**src/rtl/deser_fila_ctrl.sv**
```systemverilog
// -----------------------------------------------------------------------------
// deser_fila_ctrl
//   Hands completed bytes from the deserializer (fast, unrelated clock) to the
//   queue `fila` (10 kHz clock). Runs entirely on the queue clock. Synchronises
//   the deserializer's byte-ready level, latches the byte, issues one enqueue
//   strobe per byte (waiting while the queue is full), and returns a 4-phase
//   acknowledge guarded by a watchdog.
//
// Ports
//   i_clk_10KHz       queue clock, all flops rising-edge
//   i_reset           synchronous, active-high
//   i_data_ready_in   deserializer byte-complete level (asynchronous)
//   i_data_in         deserializer byte, stable while ready is high
//   i_len_in          current queue occupancy
//   i_err_clr         one-cycle pulse clearing the sticky error
//   o_enqueue_out     one-cycle enqueue strobe
//   o_data_out        latched byte, valid during the strobe
//   o_ack_out         acknowledge to the deserializer
//   o_full_out        a byte is waiting for queue space
//   o_error_out       sticky acknowledge-timeout flag
//   o_enq_count       bytes enqueued, wraps modulo 2^CNT_W
// -----------------------------------------------------------------------------
module deser_fila_ctrl #(
    parameter int DEPTH       = 8,
    parameter int LEN_W       = 8,
    parameter int ACK_TIMEOUT = 16,
    parameter int CNT_W       = 8
) (
    input  logic             i_clk_10KHz,
    input  logic             i_reset,
    input  logic             i_data_ready_in,
    input  logic [7:0]       i_data_in,
    input  logic [LEN_W-1:0] i_len_in,
    input  logic             i_err_clr,
    output logic             o_enqueue_out,
    output logic [7:0]       o_data_out,
    output logic             o_ack_out,
    output logic             o_full_out,
    output logic             o_error_out,
    output logic [CNT_W-1:0] o_enq_count
);

    localparam int               WD_W    = $clog2(ACK_TIMEOUT + 1);
    localparam logic [LEN_W-1:0] DEPTH_L = LEN_W'(DEPTH);
    localparam logic [WD_W-1:0]  WD_LAST = WD_W'(ACK_TIMEOUT - 1);

    typedef enum logic [2:0] {
        S_IDLE,
        S_WAIT_SPACE,
        S_ENQ,
        S_ACK,
        S_ERR
    } state_t;

    state_t           r_state;
    state_t           w_next;
    logic [1:0]       r_sync;
    logic [1:0]       r_vld_pipe;
    logic             r_armed;
    logic [7:0]       r_data;
    logic [CNT_W-1:0] r_count;
    logic [WD_W-1:0]  r_wdog;
    logic             r_error;

    logic w_ready_sync;
    logic w_space;
    logic w_wd_hit;

    assign w_ready_sync = r_sync[1];
    assign w_space      = (i_len_in < DEPTH_L);
    assign w_wd_hit     = (r_wdog == WD_LAST);

    // ---------------------------------------------------------------- state reg
    always_ff @(posedge i_clk_10KHz) begin
        if (i_reset) begin
            r_state <= S_IDLE;
        end else begin
            r_state <= w_next;
        end
    end

    // ---------------------------------------------------------------- next state
    always_comb begin
        w_next = r_state;
        case (r_state)
            S_IDLE: begin
                // r_armed keeps a level still high from before a reset from
                // being taken as a fresh byte.
                if (w_ready_sync && r_armed) begin
                    w_next = w_space ? S_ENQ : S_WAIT_SPACE;
                end
            end
            S_WAIT_SPACE: begin
                if (!w_ready_sync) begin
                    w_next = S_IDLE;
                end else if (w_space) begin
                    w_next = S_ENQ;
                end
            end
            S_ENQ: begin
                w_next = S_ACK;
            end
            S_ACK: begin
                if (!w_ready_sync) begin
                    w_next = S_IDLE;
                end else if (w_wd_hit) begin
                    w_next = S_ERR;
                end
            end
            S_ERR: begin
                if (!w_ready_sync) begin
                    w_next = S_IDLE;
                end
            end
            default: w_next = S_IDLE;
        endcase
    end

    // ---------------------------------------------------------------- outputs
    always_comb begin
        o_enqueue_out = 1'b0;
        o_ack_out     = 1'b0;
        o_full_out    = 1'b0;
        case (r_state)
            S_WAIT_SPACE: o_full_out    = 1'b1;
            S_ENQ:        o_enqueue_out = 1'b1;
            S_ACK:        o_ack_out     = 1'b1;
            S_ERR:        o_ack_out     = 1'b1;
            default: ;
        endcase
    end

    assign o_data_out  = r_data;
    assign o_enq_count = r_count;
    assign o_error_out = r_error;

    // ---------------------------------------------------------------- datapath
    always_ff @(posedge i_clk_10KHz) begin
        if (i_reset) begin
            r_sync     <= 2'b00;
            r_vld_pipe <= 2'b00;
            r_armed    <= 1'b0;
            r_data     <= 8'h00;
            r_count    <= '0;
            r_wdog     <= '0;
            r_error    <= 1'b0;
        end else begin
            r_sync     <= {r_sync[0], i_data_ready_in};
            // ready_sync reflects the real input level only once both sync
            // flops have reloaded after reset; arm on the first genuine low.
            r_vld_pipe <= {r_vld_pipe[0], 1'b1};
            if (r_vld_pipe[1] && !w_ready_sync) begin
                r_armed <= 1'b1;
            end

            // ENQ is never re-entered from itself, so this is exactly the
            // IDLE/WAIT_SPACE latch point.
            if (w_next == S_ENQ) begin
                r_data <= i_data_in;
            end

            if (r_state == S_ENQ) begin
                r_count <= r_count + CNT_W'(1);
            end

            if (r_state == S_ACK && w_ready_sync) begin
                r_wdog <= r_wdog + WD_W'(1);
            end else begin
                r_wdog <= '0;
            end

            // Setting has priority over clearing: a clear coincident with a
            // timeout (or while still in ERR) leaves the flag set.
            if (w_next == S_ERR) begin
                r_error <= 1'b1;
            end else if (i_err_clr) begin
                r_error <= 1'b0;
            end
        end
    end

endmodule

```
**config.mk**
```make
export PLATFORM = sky130hd
export DESIGN_NAME = deser_fila_ctrl
export DESIGN_NICKNAME = d
export VERILOG_FILES = /design/src/rtl/deser_fila_ctrl.sv
export SDC_FILE = /design/constraint.sdc
export NUM_CORES = 1
export LEC_CHECK = 0
export BUFFER_PORTS_ARGS = -buffer_cell sky130_fd_sc_hd__buf_2
export CAP_MARGIN = 20
export CORE_ASPECT_RATIO = 1.1
export CORE_MARGIN = 2
export CORE_UTILIZATION = 30
export CTS_CLUSTER_SIZE = 30
export DETAILED_ROUTE_END_ITERATION = 10
export SLEW_MARGIN = 0
export SYNTH_ARGS = -nofsm -noshare
export SYNTH_HDL_FRONTEND = slang
export SYNTH_SLANG_ARGS = --single-unit
```
**constraint.sdc**
```tcl
create_clock -name i_clk_10KHz -period 4.6 [get_ports i_clk_10KHz]
set_input_delay 0.92 -clock i_clk_10KHz [delete_from_list [all_inputs] [get_ports i_clk_10KHz]]
set_output_delay 0.92 -clock i_clk_10KHz [all_outputs]
set_load 0.05 [all_outputs]
```
==> out/qor.csv <==
metric,value,unit
fin_crit,2.37,ns
pwr-share-clk,0.428,
synthTopCellsByArea,"dfxtp_1, nor2_1, mux2i_1, ha_1, xnor2_1",
cp.arrival,2.52,ns
setup_ws,2.23,ns
die_w,63.5,µm
hp-class,reg -> reg,
cp-endpoint,o_data_out[3],
place_hpwl,1.77,mm
r2r_start,r_state[1],
cts_hold_buf,0,
seq_power_share,0.540,
firstDrtPassIters,4,
fill_cells,400,
drv_cap,0,
mappedNetlistArea,1170,µm²
use_met2,0.205,
cts_root_buf,clkbuf_8,
grt-ovfl-total,0,
yosysTopAreaCell,dfxtp_1,
r2r_slack,2.73,ns
slowest_stage,or4_4,
start_util,0.317,
relSlewSlack,0.706,
top_usage_layer,met2,
p_leak,0.637,nW
crit_required,4.74,ns
finalSetupTns,0,ns
place_area,1400,µm²
coreArea,3680,µm²
gp_congestion,0.787,
multi_input_area,531,µm²
synth_seq_cells,30,
gr-usage-met3,0.0390,
numCtsBuffers,5,
crit_path_max_incr_delay,0.53,ns
seq_area_frac_synth,0.514,
crit_start,i_len_in[7],
cts_sinks,30,
r2r.worst_path.cells,5,
regArea,601,µm²
p_comb_frac,0.032,
synth_edf_count,0,
yosys_most_used_dff,dfxtp_1,
cts_tree,done,
yosys_warnings,0,
syn-num-nets,147,
dieArea,4410,µm²
synth.most_common_cell,dfxtp_1,
area_growth_syn_to_layout,27.3,%
yosysUniqueCellTypes,27,
drive_gt1_frac,0.291,
drt_iter0_markers,37,
start_kind,input pin,
rows,23,
num_antenna_cells,0,
post_cts_resized,0,
clk_path_buf_depth,2,
design_area,1490,µm²
htreeDepth,2,
fin_crit_sh,0.516,
synth_area_per_cell,9.42,µm²
async_flop_share,0,
worstMarginPinSlew,0.440,ns
hold_depth,1,
num_vias,984,
internal_power,0.390,mW
clock_latency,0.27,ns
outcome,"complete, no violations",
vias_per_cell,4.58,
grt_pass1_vias,1022,
post-route-drc-count,0,
die_y,69.5,µm
netlist.area_leader.share,0.514,
post_drt_wl_per_cell,10.8,µm
antenna_found_initial,0,
synthCells,124,
nets,187,
antenna_left,0,
grt_use_total,0.121,
drv_slew,0,
cts_setup_buffers,0,
skew,0.00248,ns
peakVddDrop,0.199,mV
path_cells,buf_2 -> or4_4 -> nor4_2 -> buf_4 -> mux2i_1 -> nor2_1,
rsz0062_at_grt,no,
switching_share,0.200,
dp_slack,1.93,ns
critPathKind,in -> reg,
grtUsageMet1,0.132,
timing.fmax,0.421,GHz
hold_viol_final,0,
ios,40,
rr_endpoint,o_data_out[3],
endpoint_kind,flip-flop,
grt_pass1_wl,4.22,mm
synth_commonest_cells,"dfxtp_1, nor2_1, mux2i_1, nand2_1",
powerDensity,328,nW/µm²
switching_power,0.0978,mW
grt_max_degree,25,
clk_pin_slew,0.06,ns
path_max_fanout,7,
portBuffers,36,
wl,2.33,mm
setup_viol,0,
## through the flow
stage          hold slack [ns]  utilization  power, mW  cells
2_1_floorplan            0.414            -      0.276    124
3_3_place_gp             0.419        0.379      0.284    207
3_5_place_dp             0.428        0.379      0.285    207
4_1_cts                  0.443        0.404      0.498    215
5_1_grt                  0.462        0.404      0.513    215
6_report                 0.437        0.404      0.488    215
## layout by cell type, fill, tap and decap left out, drive strengths merged
master  count
clkinv      1
nand4       4
nand2b      1
ha          3
nor2b       4
inv         4
or4         1
nand3       2
xor2        3
or3         2
a21oi       6
nor3        2
nor2       24
nand4b      1
nand2       8
buf        37
xnor2       4
dfxtp      30
and3        1
nor3b       2
or3b        1
a211oi      1
clkbuf      7
a21o        1
mux2i       8
o21ai       6
nor4        1
## power by group through the flow
stage / clock network, mW / logic (mW) / registers [mW]
final: 0.209 / 0.0158 / 0.264
after global routing: 0.232 / 0.0178 / 0.264
after CTS: 0.219 / 0.0160 / 0.263
after detailed placement: 0 / 0.0160 / 0.269
after global placement: 0 / 0.0152 / 0.269
after floorplan: 0 / 0.00717 / 0.269
## routing by layer
| metal | vias up | share of wire |
|---|---|---|
| met1 | 457 | 0.41 |
| met5 | - | 0 |
| met4 | 0 | 0.017 |
| li1 | 496 | - |
| met3 | 5 | 0.053 |
| met2 | 26 | 0.52 |
## sequential cells by signal (all words and copies together), names as in the netlist
signal	flops
o_data_out	8
o_enq_count	8
r_wdog	5
r_state	3
r_sync	2
r_vld_pipe	2
o_error_out	1
r_armed	1
## layout make-up
class	instances	area share
inverters	4	0.0101
well taps	50	0.0421
clock buffers	7	0.0580
multi-input cells	86	0.357
clock inverters	1	0.00336
repair buffers	37	0.126
flip-flops and latches	30	0.404
## critical path, delay by kind of cell
kind          cells  cell delay [ns]
simple gates      3             1.03
buf+inv           2             0.35
mux               1             0.21
## cell families (layout without fill, tap and decap cells)
family,Yosys count,after routing,share of synthesized area
flip-flops,30,30,0.514
adder cells (fa/ha/maj),3,3,0.0321
AND/OR/NAND/NOR,54,54,0.237
AO/OA/AOI/OAI,14,14,0.0642
buffers and inverters,8,49,0.0321
multiplexers,8,8,0.0685
XOR/XNOR,7,7,0.0525
## how the worst min path moves through the flow
stage / start / endpoint / slack [ns]
after detailed placement: r_sync[0] / r_sync[1] / 0.43
after global placement: r_vld_pipe[0] / r_vld_pipe[1] / 0.42
final: r_sync[0] / r_sync[1] / 0.44
after floorplan: r_sync[0] / r_sync[1] / 0.41
after global routing: r_sync[0] / r_sync[1] / 0.46
after CTS: r_sync[0] / r_sync[1] / 0.44
(Power assumes the default switching activity.)
